--- src/rtl/ltc2308_responder.sv ---
// rtl/ltc2308_responder.sv - LTC2308 ADC serial responder; optional violation flag via LTC2308_RESPONDER_VIOLATION_EN
module ltc2308_responder #(
    parameter int CONV_CYCLES = 80,
    parameter int RES_BITS    = 12
) (
    input  logic                clock,
    input  logic                reset,
    input  logic                CONVST,
    input  logic                SCK,
    input  logic                SDI,
    output logic                SDO,
    input  logic [RES_BITS-1:0] sample_data,
    output logic [5:0]          cfg_word,
    output logic                cfg_valid,
    output logic                busy,
    output logic                err
);

    localparam int CNT_W = $clog2(CONV_CYCLES + 1);
    localparam int BIT_W = $clog2(RES_BITS + 1);

    typedef enum logic [1:0] {IDLE, CONVERT, READY, SHIFT} state_t;

    state_t              state, state_n;
    logic [2:0]          cv_sync, sck_sync;
    logic [1:0]          sdi_sync;
    logic [CNT_W-1:0]    conv_cnt, conv_cnt_n;
    logic [RES_BITS-1:0] result, result_n;
    logic [RES_BITS-1:0] shreg, shreg_n;
    logic [BIT_W-1:0]    fall_cnt, fall_cnt_n;
    logic [2:0]          cfg_cnt, cfg_cnt_n;
    logic [4:0]          cfg_shift, cfg_shift_n;
    logic [5:0]          cfg_word_n;
    logic                cfg_valid_n;
    logic                sdo_n;
    logic                cv_rise, sck_rise, sck_fall, sdi_bit;

    // Two-flop synchronizers plus one edge-detect stage for the master's pins
    always_ff @(posedge clock) begin
        if (reset) begin
            cv_sync  <= '0;
            sck_sync <= '0;
            sdi_sync <= '0;
        end else begin
            cv_sync  <= {cv_sync[1:0], CONVST};
            sck_sync <= {sck_sync[1:0], SCK};
            sdi_sync <= {sdi_sync[0], SDI};
        end
    end

    assign cv_rise  = cv_sync[1] & ~cv_sync[2];
    assign sck_rise = sck_sync[1] & ~sck_sync[2];
    assign sck_fall = ~sck_sync[1] & sck_sync[2];
    assign sdi_bit  = sdi_sync[1];
    assign busy     = (state == CONVERT);

    // State and datapath registers
    always_ff @(posedge clock) begin
        if (reset) begin
            state     <= IDLE;
            conv_cnt  <= '0;
            result    <= '0;
            shreg     <= '0;
            fall_cnt  <= '0;
            cfg_cnt   <= '0;
            cfg_shift <= '0;
            cfg_word  <= '0;
            cfg_valid <= 1'b0;
            SDO       <= 1'b0;
        end else begin
            state     <= state_n;
            conv_cnt  <= conv_cnt_n;
            result    <= result_n;
            shreg     <= shreg_n;
            fall_cnt  <= fall_cnt_n;
            cfg_cnt   <= cfg_cnt_n;
            cfg_shift <= cfg_shift_n;
            cfg_word  <= cfg_word_n;
            cfg_valid <= cfg_valid_n;
            SDO       <= sdo_n;
        end
    end

    // Next-state logic; SDO holds the bit on the wire, shreg holds the bits still to come
    always_comb begin
        state_n     = state;
        conv_cnt_n  = conv_cnt;
        result_n    = result;
        shreg_n     = shreg;
        fall_cnt_n  = fall_cnt;
        cfg_cnt_n   = cfg_cnt;
        cfg_shift_n = cfg_shift;
        cfg_word_n  = cfg_word;
        cfg_valid_n = 1'b0;
        sdo_n       = SDO;

        case (state)
            IDLE: begin
                sdo_n = 1'b0;
            end
            CONVERT: begin
                sdo_n = 1'b0;
                if (conv_cnt == '0) begin
                    sdo_n   = result[RES_BITS-1];
                    shreg_n = {result[RES_BITS-2:0], 1'b0};
                    state_n = READY;
                end else begin
                    conv_cnt_n = conv_cnt - CNT_W'(1);
                end
            end
            READY, SHIFT: begin
                if (sck_rise) begin
                    state_n = SHIFT;
                    if (cfg_cnt < 3'd6) begin
                        cfg_shift_n = {cfg_shift[3:0], sdi_bit};
                        cfg_cnt_n   = cfg_cnt + 3'd1;
                        if (cfg_cnt == 3'd5) begin
                            cfg_word_n  = {cfg_shift, sdi_bit};
                            cfg_valid_n = 1'b1;
                        end
                    end
                end else if (sck_fall && state == SHIFT) begin
                    if (fall_cnt == BIT_W'(RES_BITS - 1)) begin
                        sdo_n   = 1'b0;
                        state_n = IDLE;
                    end else begin
                        sdo_n      = shreg[RES_BITS-1];
                        shreg_n    = {shreg[RES_BITS-2:0], 1'b0};
                        fall_cnt_n = fall_cnt + BIT_W'(1);
                    end
                end
            end
            default: state_n = IDLE;
        endcase

        // A new conversion start overrides everything, aborting any frame in flight
        if (cv_rise) begin
            result_n    = sample_data;
            conv_cnt_n  = CNT_W'(CONV_CYCLES - 1);
            fall_cnt_n  = '0;
            cfg_cnt_n   = '0;
            cfg_shift_n = '0;
            cfg_word_n  = cfg_word;
            cfg_valid_n = 1'b0;
            sdo_n       = 1'b0;
            state_n     = CONVERT;
        end
    end

`ifdef LTC2308_RESPONDER_VIOLATION_EN
    // Sticky flag: the master must leave SCK and CONVST alone while converting
    always_ff @(posedge clock) begin
        if (reset) begin
            err <= 1'b0;
        end else if (state == CONVERT && (sck_rise || sck_fall || cv_rise)) begin
            err <= 1'b1;
        end
    end
`else
    assign err = 1'b0;
`endif

endmodule

--- config.mk ---
export PLATFORM = sky130hd
export DESIGN_NAME = ltc2308_responder
export DESIGN_NICKNAME = d
export VERILOG_FILES = /design/src/rtl/ltc2308_responder.sv
export SDC_FILE = /design/constraint.sdc
export NUM_CORES = 1
export LEC_CHECK = 0
export CAP_MARGIN = 15
export CORE_MARGIN = 2
export CORE_UTILIZATION = 40
export CTS_CLUSTER_SIZE = 40
export DETAILED_ROUTE_END_ITERATION = 8
export GPL_TIMING_DRIVEN = 0
export PLACE_DENSITY_LB_ADDON = 0.3
export SYNTH_ARGS = -nofsm -noshare
export SYNTH_HDL_FRONTEND = slang
export SYNTH_SLANG_ARGS = --single-unit
export TNS_END_PERCENT = 5
--- constraint.sdc ---
create_clock -name clock -period 2.68 [get_ports clock]
set_clock_uncertainty 0.15 [all_clocks]
set_input_delay 0.804 -clock clock [delete_from_list [all_inputs] [get_ports clock]]
set_output_delay 0.804 -clock clock [all_outputs]
set_load 0.02 [all_outputs]
==> results of run 1 <==
flip-flops by register name, summed over array words and instances, names as in the netlist, 3 cells and up:
name,flops
cv_sync,3
fall_cnt,4
cfg_shift,5
shreg,11
result,12
cfg_word,6
cfg_cnt,3
sck_sync,3
conv_cnt,7
worst register-to-register path, cell delays in order (launching register included):
cell and delay (ns):
dfxtp_1 0.31, inv_1 0.11, ha_1 0.19, or3b_2 0.49, nor2_2 0.25, a21o_1 0.16, buf_2 0.21, a2bb2oi_1 0.17
metrics by stage:
step | std cells | cell area, um^2 | utilization
after CTS | 389 | 3030 | 0.512
after global placement | 373 | 2800 | 0.473
final | 389 | 3030 | 0.512
after detailed placement | 373 | 2800 | 0.473
after floorplan | 274 | 2460 | -
after global routing | 389 | 3030 | 0.512
layout by cell type, fill, tap and decap left out, drive strengths merged, types with 10 or more instances in the layout:
cell,synthesis,layout
a2bb2oi,10,10
clkbuf,12,24
mux2i,12,12
a21oi,21,21
nor2,39,39
nor2b,10,10
dfxtp,60,60
o21ai,13,13
inv,10,10
clkdlybuf4s50,0,23
nand2,29,29
timing repair:
| item | CTS | global route |
|---|---|---|
| endpoints found under the setup margin | 1 | 0 |
| gates resized for setup | 1 | 0 |
| hold buffers | 0 | 0 |
| setup buffers | 0 | 0 |
how the worst min path moves through the flow:
stage | from | end | cells after the start
6_report | cv_sync[0]$_SDFF_PP0_ | cv_sync[1]$_SDFF_PP0_ | 1
5_1_grt | cv_sync[0]$_SDFF_PP0_ | cv_sync[1]$_SDFF_PP0_ | 1
4_1_cts | cv_sync[0]$_SDFF_PP0_ | cv_sync[1]$_SDFF_PP0_ | 1
3_5_place_dp | cv_sync[0]$_SDFF_PP0_ | cv_sync[1]$_SDFF_PP0_ | 1
3_3_place_gp | cv_sync[0]$_SDFF_PP0_ | cv_sync[1]$_SDFF_PP0_ | 1
2_1_floorplan | cv_sync[0]$_SDFF_PP0_ | cv_sync[1]$_SDFF_PP0_ | 1
kinds of logic after synthesis:
logic type / count (synthesis)
AND/OR/NAND/NOR: 98
buffers and inverters: 28
multiplexers: 13
adder cells (fa/ha/maj): 5
AO/OA/AOI/OAI: 64
other: 1
XOR/XNOR: 5
flip-flops: 60
final cells by class:
type	instances	area (um^2)	area share
buffer	18	78.8	0.0260
timing repair buffer	24	239	0.0788
inverter	10	37.5	0.0124
tap	75	93.8	0.0310
sequential	60	1200	0.396
clock inverter	4	70.1	0.0231
clock buffer	12	165	0.0545
multi-input combinational	186	1150	0.378
routing by layer:
layer / share of wire / global-route usage / vias up
met4: 0.024 / 0.0900 / 0
li1: - / - / 1009
met5: 0 / 0 / -
met1: 0.46 / 0.201 / 917
met2: 0.47 / 0.260 / 33
met3: 0.041 / 0.0500 / 11
power by group:
group          switching (W)  total, W  internal, W
logic              0.0000888  0.000164    0.0000747
registers          0.0000177  0.000940     0.000922
clock network       0.000351  0.000947     0.000596
total               0.000457   0.00205      0.00159
==> summary.md, run 1 <==
| Metric | Value |
|---|---|
| Worst R2R Path Depth | `7` |
| Crit path max fanout | `10` |
| FF-to-FF End | `shreg[8]$_SDFFE_PP0P_` |
| First-pass GRT wire length | `8.21 mm` |
| RSZ-0062 raised after global routing | `no` |
| Ys async rst share | `0` |
| Buf+Inv Stages, Crit Path | `2` |
| Number of vias in the routed layout | `1970` |
| EDFF count, synth | `0` |
| IO buf count | `24` |
| Seq cells post-synth | `60` |
| Final WS setup | `0.152 ns` |
| CP delay by family, top | `buffers and inverters` |
| CP max stage cell | `dfxtp_1` |
| Core Area | `5920 um^2` |
| Worst R2R Start | `conv_cnt[0]$_SDFFE_PP0P_` |
| Synthesis warning total | `0` |
| Chip Height | `82.5 um` |
| Clk slew on worst S/H paths | `0.06 ns` |
| Max Freq | `396 MHz` |
| I/O pin count | `27` |
| CP Launch Point | `state[1]$_SDFFE_PP0P_` |
| Layout overhead on the synthesized area | `23.1%` |
| Ratio of cells with drive above 1 in the final layout | `0.0860` |
| Period Utilization, post-route | `0.943` |
| Cts bufs inserted | `9` |
| Largest net degree at the start of global routing | `11` |
| Vias in the first global route | `1787` |
| Worst skew pair latency | `0.34 ns` |
| Initial antenna violation count | `0` |
| Worst hold slack | `0.286 ns` |
| Filler Cells Inserted | `564` |
| Post-synthesis sequential area ratio | `0.488` |
| Slew Viols, Final | `0` |
| PwrDens | `676 nW/um^2` |
| WL per Instance | `12.5 um` |
| ANT nets after route | `0` |
| Pwr Total | `0.00205 W` |
| Worst slew pin tran | `0.696 ns` |
| Clock tree root driver cell | `clkbuf_8` |
| Post-synthesis cell count | `274` |
| Relative slew slack | `0.536` |
| Crit path depth | `3` |
| Die Footprint | `6800 um^2` |
| CP Capture Point | `busy` |
| DRC errors left | `0` |
| Worst VDD drop | `0.326 mV` |
| Drt pass-1 iters | `4` |
| Crit. End Element | `output pin` |
| Gpl congestion | `0.789` |
| Top cells by count, synth | `60 x dfxtp_1, 38 x nor2_1, 29 x nand2_1` |
| Syn Std Cell Area | `2460 um^2` |
| CTS Sinks | `60` |
| Max incr delay on CP | `0.38 ns` |
| Initial Utilization | `0.416` |
| Worst path cell trace | `buf_2, and2b_1, dlygate4sd2_1` |
| Post-DP HPWL | `3.39 mm` |
| Largest family of logic cells by synthesized area | `simple AND/OR/NAND/NOR gates` |
| CTS tree | `built` |
| Setup crit start kind | `flip-flop` |
| Leakage Power | `1.14 nW` |
| Synth top area share | `0.488` |
| WP data arrival | `1.57 ns` |
| Synth area leaders | `dfxtp_1 49%, nor2_1 5.8%, mux2i_1 4.9%, nand2_1 4.4%, a21oi_1 4.3%` |
| Status | `complete, no violations` |
| Vias per inst | `5.06` |
| Final WL | `4.87 mm` |
| WS Path Type | `reg2out` |
| Clk buf depth | `2` |
| Top_reg_cell synth | `dfxtp_1` |
| Syn_area_per_cell | `8.99 um^2` |
| Std-Cell Rows | `28` |
| Simple-gate portion of the synthesized area | `0.188` |
| Reg2reg setup slack | `0.58 ns` |
| Nets | `331` |
| Die width | `82.5 um` |
| Synth area leader | `dfxtp_1` |
| Cell variety after synth | `46` |
| Total gr overflow | `0` |
| # H-tree levels | `3` |
| Antenna fix cells | `0` |
| Syn nets | `296` |
| Initial DRC count | `71` |
| Setup TNS | `0 ns` |
| MaxCap Viol Count | `0` |
| Most frequent cell after synthesis | `dfxtp_1` |
| Hold Vio Cnt, Final | `0` |
| Final Critical Period | `2.53 ns` |
| Worst Hold Class | `reg2reg` |
| WP data required | `1.73 ns` |
| Post-Place Setup Slack | `0.230 ns` |
| Final setup vio count | `0` |
| Compound-Gate Fraction of Synth Area | `0.179` |
| Post-synthesis adder-cell area fraction | `0.0254` |
| GRT Total Usage | `0.165` |
| Fraction of synthesized cell area in xor and xnor cells | `0.0178` |
| Mux cell area share after synthesis | `0.0533` |
Power figures use the tool's default switching activity.
==> run 2: changes to the inputs <==
- SLEW_MARGIN: unset -> 5
- clock period: 2.68 -> 2.15 ns (I/O delays scaled with it)
==> summary.md, run 2 (synthesis results as in run 1) <==
| Metric | Value |
|---|---|
| Die width | `82.5 um` |
| RSZ-0062 raised after global routing | `no` |
| Met1 GRT Util | `0.202` |
| Largest net degree at the start of global routing | `11` |
| PwrDens | `840 nW/um^2` |
| Most common cell after layout, fill and taps aside | `dfxtp_1` |
| # H-tree levels | `3` |
| Worst path cell trace | `clkdlybuf4s50_1` |
| Worst Hold Class | `reg2reg` |
| NetSw | `0.000571 W` |
| Resize count post-CTS | `8` |
| Clk slew on worst S/H paths | `0.06 ns` |
| WL per Instance | `12.4 um` |
| Worst skew pair latency | `0.34 ns` |
| Switching share of power | `0.223` |
| Final Critical Period | `2.09 ns` |
| Max Freq | `478 MHz` |
| Final setup vio count | `0` |
| Crit. End Element | `output pin` |
| Comb power frac | `0.083` |
| First-pass GRT wire length | `8.22 mm` |
| Vias in the first global route | `1784` |
| Total gr overflow | `0` |
| CP Capture Point | `SDO` |
| Vias per inst | `5.04` |
| Antenna fix cells | `0` |
| Buf+Inv Stages, Crit Path | `1` |
| Final core occ | `0.515` |
| CP max stage cell | `clkdlybuf4s50_1` |
| Most frequent cells in the layout | `59 x dfxtp_1, 38 x nor2_1, 29 x nand2_1` |
| Worst hold slack | `0.286 ns` |
| Slew Viols, Final | `0` |
| Hold Vio Cnt, Final | `0` |
| Largest Register | `result` |
| GRT met3 Usage | `0.0500` |
| Setup crit start kind | `flip-flop` |
| Sequential Power Share | `0.458` |
| Worst R2R Start | `conv_cnt[0]$_SDFFE_PP0P_` |
| Post-Place Setup Slack | `-0.141 ns` |
| DRC errors left | `0` |
| Std-Cell Rows | `28` |
| Number of vias in the routed layout | `1959` |
| Clk buf depth | `2` |
| Met2 Use GR | `0.259` |
| Chip Height | `82.5 um` |
| Internal power | `0.00199 W` |
| Setup bufs post-CTS | `0` |
| GRT busiest layer | `met2` |
| Crit path depth | `1` |
| Initial Utilization | `0.416` |
| GRT Total Usage | `0.165` |
| Core Area | `5920 um^2` |
| Crit path max fanout | `2` |
| Ratio of cells with drive above 1 in the final layout | `0.0987` |
| Initial antenna violation count | `0` |
| MaxCap Viol Count | `0` |
| Gpl congestion | `0.789` |
| Final Instance Count excl. Fillers | `389` |
| Status | `complete, no violations` |
| Placed Cells | `373` |
| WS Path Type | `reg2out` |
| ANT nets after route | `0` |
| Period Utilization, post-route | `0.974` |
| Worst R2R Path Depth | `6` |
| Final WL | `4.83 mm` |
| Post-DP HPWL | `3.39 mm` |
| Final WS setup | `0.0561 ns` |
| Clock tree root driver cell | `clkbuf_8` |
| Reg2reg setup slack | `0.10 ns` |
| WP data required | `1.35 ns` |
| Cts bufs inserted | `9` |
| Hold buffer count at CTS | `0` |
| CP delay by family, top | `buffers and inverters` |
| IO buf count | `24` |
| Die Footprint | `6800 um^2` |
| Nets | `331` |
| Worst VDD drop | `0.406 mV` |
| I/O pin count | `27` |
| Drt pass-1 iters | `4` |
| Worst slew pin tran | `0.697 ns` |
| WP data arrival | `1.30 ns` |
| CP Launch Point | `SDO$_SDFFE_PP0P_` |
| CTS tree | `built` |
| Largest register FFs | `12` |
| Initial DRC count | `69` |
| Top Registers | `result: 12 flops, shreg: 11 flops, conv_cnt: 7 flops` |
| Max incr delay on CP | `0.61 ns` |
| Relative slew slack | `0.535` |
| CTS Sinks | `60` |
| Leakage Power | `1.14 nW` |
| Clk pwr share | `0.460` |
| FF-to-FF End | `conv_cnt[1]$_SDFFE_PP0P_` |
| Layout overhead on the synthesized area | `23.7%` |
## run 2: power groups by stage
| stage | clock network [W] | logic (W) | registers (W) |
|---|---|---|---|
| after floorplan | 0 | 0.000141 | 0.00119 |
| after global placement | 0 | 0.000202 | 0.00120 |
| after detailed placement | 0 | 0.000204 | 0.00120 |
| after CTS | 0.00121 | 0.000206 | 0.00117 |
| after global routing | 0.00126 | 0.000235 | 0.00118 |
| final | 0.00118 | 0.000211 | 0.00117 |
## run 2: through the flow
step                      power (W)  setup TNS (ns)  cell area, um^2
after global placement      0.00140           -1.71             2800
after floorplan             0.00133               0             2460
final                       0.00256               0             3050
after global routing        0.00267               0             3050
after CTS                   0.00259               0             3040
after detailed placement    0.00140           -1.97             2800
## run 2: layout make-up
| class | instances | area [um^2] |
|---|---|---|
| clock buffers | 12 | 165 |
| inverters | 10 | 37.5 |
| fillers | 563 | 2870 |
| clock inverters | 4 | 70.1 |
| well taps | 75 | 93.8 |
| multi-input cells | 186 | 1160 |
| repair buffers | 24 | 235 |
| plain buffers | 18 | 87.6 |
| flip-flops and latches | 60 | 1200 |
## run 2: worst min path at each step
stage          slack [ns]             startpoint               endpoint  cells past startpoint
2_1_floorplan        0.26  cv_sync[0]$_SDFF_PP0_  cv_sync[1]$_SDFF_PP0_                      1
3_3_place_gp         0.27  cv_sync[0]$_SDFF_PP0_  cv_sync[1]$_SDFF_PP0_                      1
3_5_place_dp         0.27  cv_sync[0]$_SDFF_PP0_  cv_sync[1]$_SDFF_PP0_                      1
4_1_cts              0.29  cv_sync[0]$_SDFF_PP0_  cv_sync[1]$_SDFF_PP0_                      1
5_1_grt              0.31  cv_sync[0]$_SDFF_PP0_  cv_sync[1]$_SDFF_PP0_                      1
6_report             0.29  cv_sync[0]$_SDFF_PP0_  cv_sync[1]$_SDFF_PP0_                      1
## run 2: metal layers
| layer | up-vias | part of all wire |
|---|---|---|
| met4 | 0 | 0.024 |
| met5 | - | 0 |
| met2 | 28 | 0.47 |
| met1 | 914 | 0.47 |
| met3 | 11 | 0.037 |
| li1 | 1006 | - |
==> run 3: changes to the inputs <==
- GPL_TIMING_DRIVEN: 0 -> unset
==> summary.md, run 3 (synthesis results as in run 1) <==
| Metric | Value |
|---|---|
| Die Footprint | `6800 um^2` |
| CP max stage cell | `clkdlybuf4s50_1` |
| Period Utilization, post-route | `0.959` |
| Vias in the first global route | `1839` |
| First-pass GRT wire length | `8.37 mm` |
| I/O pin count | `27` |
| Crit path max fanout | `2` |
| WHS Endpoint | `sck_sync[1]$_SDFF_PP0_` |
| Setup bufs post-CTS | `0` |
| PwrDens | `745 nW/um^2` |
| Setup crit start kind | `flip-flop` |
| Worst path cell trace | `clkdlybuf4s50_1` |
| Initial DRC count | `62` |
| Worst VDD drop | `0.418 mV` |
| Buf+Inv Stages, Crit Path | `1` |
| MaxCap Viol Count | `0` |
| Chip Height | `82.5 um` |
| FF-to-FF End | `conv_cnt[1]$_SDFFE_PP0P_` |
| Std-Cell Rows | `28` |
| Layout overhead on the synthesized area | `22.9%` |
| Top Registers | `result: 12 flops, shreg: 11 flops, conv_cnt: 7 flops` |
| Pwr Total | `0.00226 W` |
| Final Instance Count excl. Fillers | `386` |
| Hold Crit Depth | `1` |
| Drt pass-1 iters | `4` |
| WP data required | `1.35 ns` |
| Initial Utilization | `0.416` |
| Worst R2R Start | `conv_cnt[0]$_SDFFE_PP0P_` |
| Most frequent cells in the layout | `60 x dfxtp_1, 38 x nor2_1, 29 x nand2_1` |
| Worst skew pair latency | `0.34 ns` |
| WP data arrival | `1.27 ns` |
| Max Freq | `485 MHz` |
| Gpl congestion | `0.798` |
| Crit. End Element | `output pin` |
| Total gr overflow | `0` |
| Final Critical Period | `2.06 ns` |
| Final WS setup | `0.0873 ns` |
| Largest register FFs | `12` |
| Worst Hold Class | `reg2reg` |
| # H-tree levels | `3` |
| WS Path Type | `reg2out` |
| Clk slew on worst S/H paths | `0.06 ns` |
| Hold path startpoint | `sck_sync[0]$_SDFF_PP0_` |
| CTS tree | `built` |
| Clock tree root driver cell | `clkbuf_8` |
| CTS Sinks | `60` |
| ANT nets after route | `0` |
| Ratio of cells with drive above 1 in the final layout | `0.116` |
| Final WL | `4.86 mm` |
| Most common cell after layout, fill and taps aside | `dfxtp_1` |
| Leakage Power | `1.15 nW` |
| Core Area | `5920 um^2` |
| Post-DP HPWL | `3.41 mm` |
| IO buf count | `25` |
| Slew Viols, Final | `0` |
| Nets | `328` |
| Antenna fix cells | `0` |
| Die width | `82.5 um` |
| CP delay by family, top | `buffers and inverters` |
| Status | `complete, no violations` |
| Number of vias in the routed layout | `1912` |
| Vias per inst | `4.95` |
| Initial antenna violation count | `0` |
| Largest Register | `result` |
| Placed Cells | `370` |
| Setup TNS | `0 ns` |
| Max incr delay on CP | `0.60 ns` |
| Reg2reg setup slack | `0.11 ns` |
| DRC errors left | `0` |
| Worst R2R Path Depth | `6` |
| Cts bufs inserted | `9` |
| Final core occ | `0.511` |
| Clk buf depth | `2` |
| Final setup vio count | `0` |
| Largest net degree at the start of global routing | `21` |
| Post-Place Setup Slack | `0.0404 ns` |
| GRT Total Usage | `0.167` |
| WL per Instance | `12.6 um` |
| Hold Vio Cnt, Final | `0` |
## run 3: worst max-delay path by stage
stage	startpoint	to	slack (ns)	depth (start not counted)
2_1_floorplan	conv_cnt[0]$_SDFFE_PP0P_	conv_cnt[1]$_SDFFE_PP0P_	0.20	6
3_3_place_gp	reset	shreg[5]$_SDFFE_PP0P_	0.06	4
6_report	cfg_word[0]$_SDFFE_PP0P_	cfg_word[0]	0.09	1
4_1_cts	SDO$_SDFFE_PP0P_	SDO	0.02	1
5_1_grt	conv_cnt[0]$_SDFFE_PP0P_	SDO$_SDFFE_PP0P_	-0.02	7
3_5_place_dp	reset	shreg[7]$_SDFFE_PP0P_	0.04	4
## run 3: through the flow
stage / area (um^2) / hold WS, ns
6_report: 3030 / 0.294
5_1_grt: 3030 / 0.303
4_1_cts: 3010 / 0.293
3_5_place_dp: 2850 / 0.278
3_3_place_gp: 2850 / 0.273
2_1_floorplan: 2460 / 0.264
## run 3: report_power, final
group	total [W]	switching (W)	internal, W	leakage [nW]
Sequential	0.00117	0.0000217	0.00115	0.487
Clock	0.000853	0.000405	0.000447	0.0844
Combinational	0.000231	0.000120	0.000111	0.582
## run 3: final cells by class
cell class	count	area, um^2
Clock buffer	14	153
Clock inverter	2	10.0
Fill cell	579	2890
Inverter	10	37.5
Multi-Input combinational cell	186	1160
Sequential cell	60	1200
Tap cell	75	93.8
Timing Repair Buffer	39	369
## run 3: layer usage
layer	vias up	wire length (um)	part of all wire	GRT usage
met3	6	203	0.042	0.0685
li1	999	-	-	-
met5	-	0	0	0
met4	0	60	0.012	0.0717
met1	877	2280	0.47	0.199
met2	30	2310	0.48	0.265
## run 3: repair_timing
item / 4_1_cts / 5_1_grt
gates resized for setup: 1 / 6
endpoints found under the setup margin: 1 / 15
pin swaps: 0 / 0
gates cloned: 0 / 0
hold buffers: 0 / 0
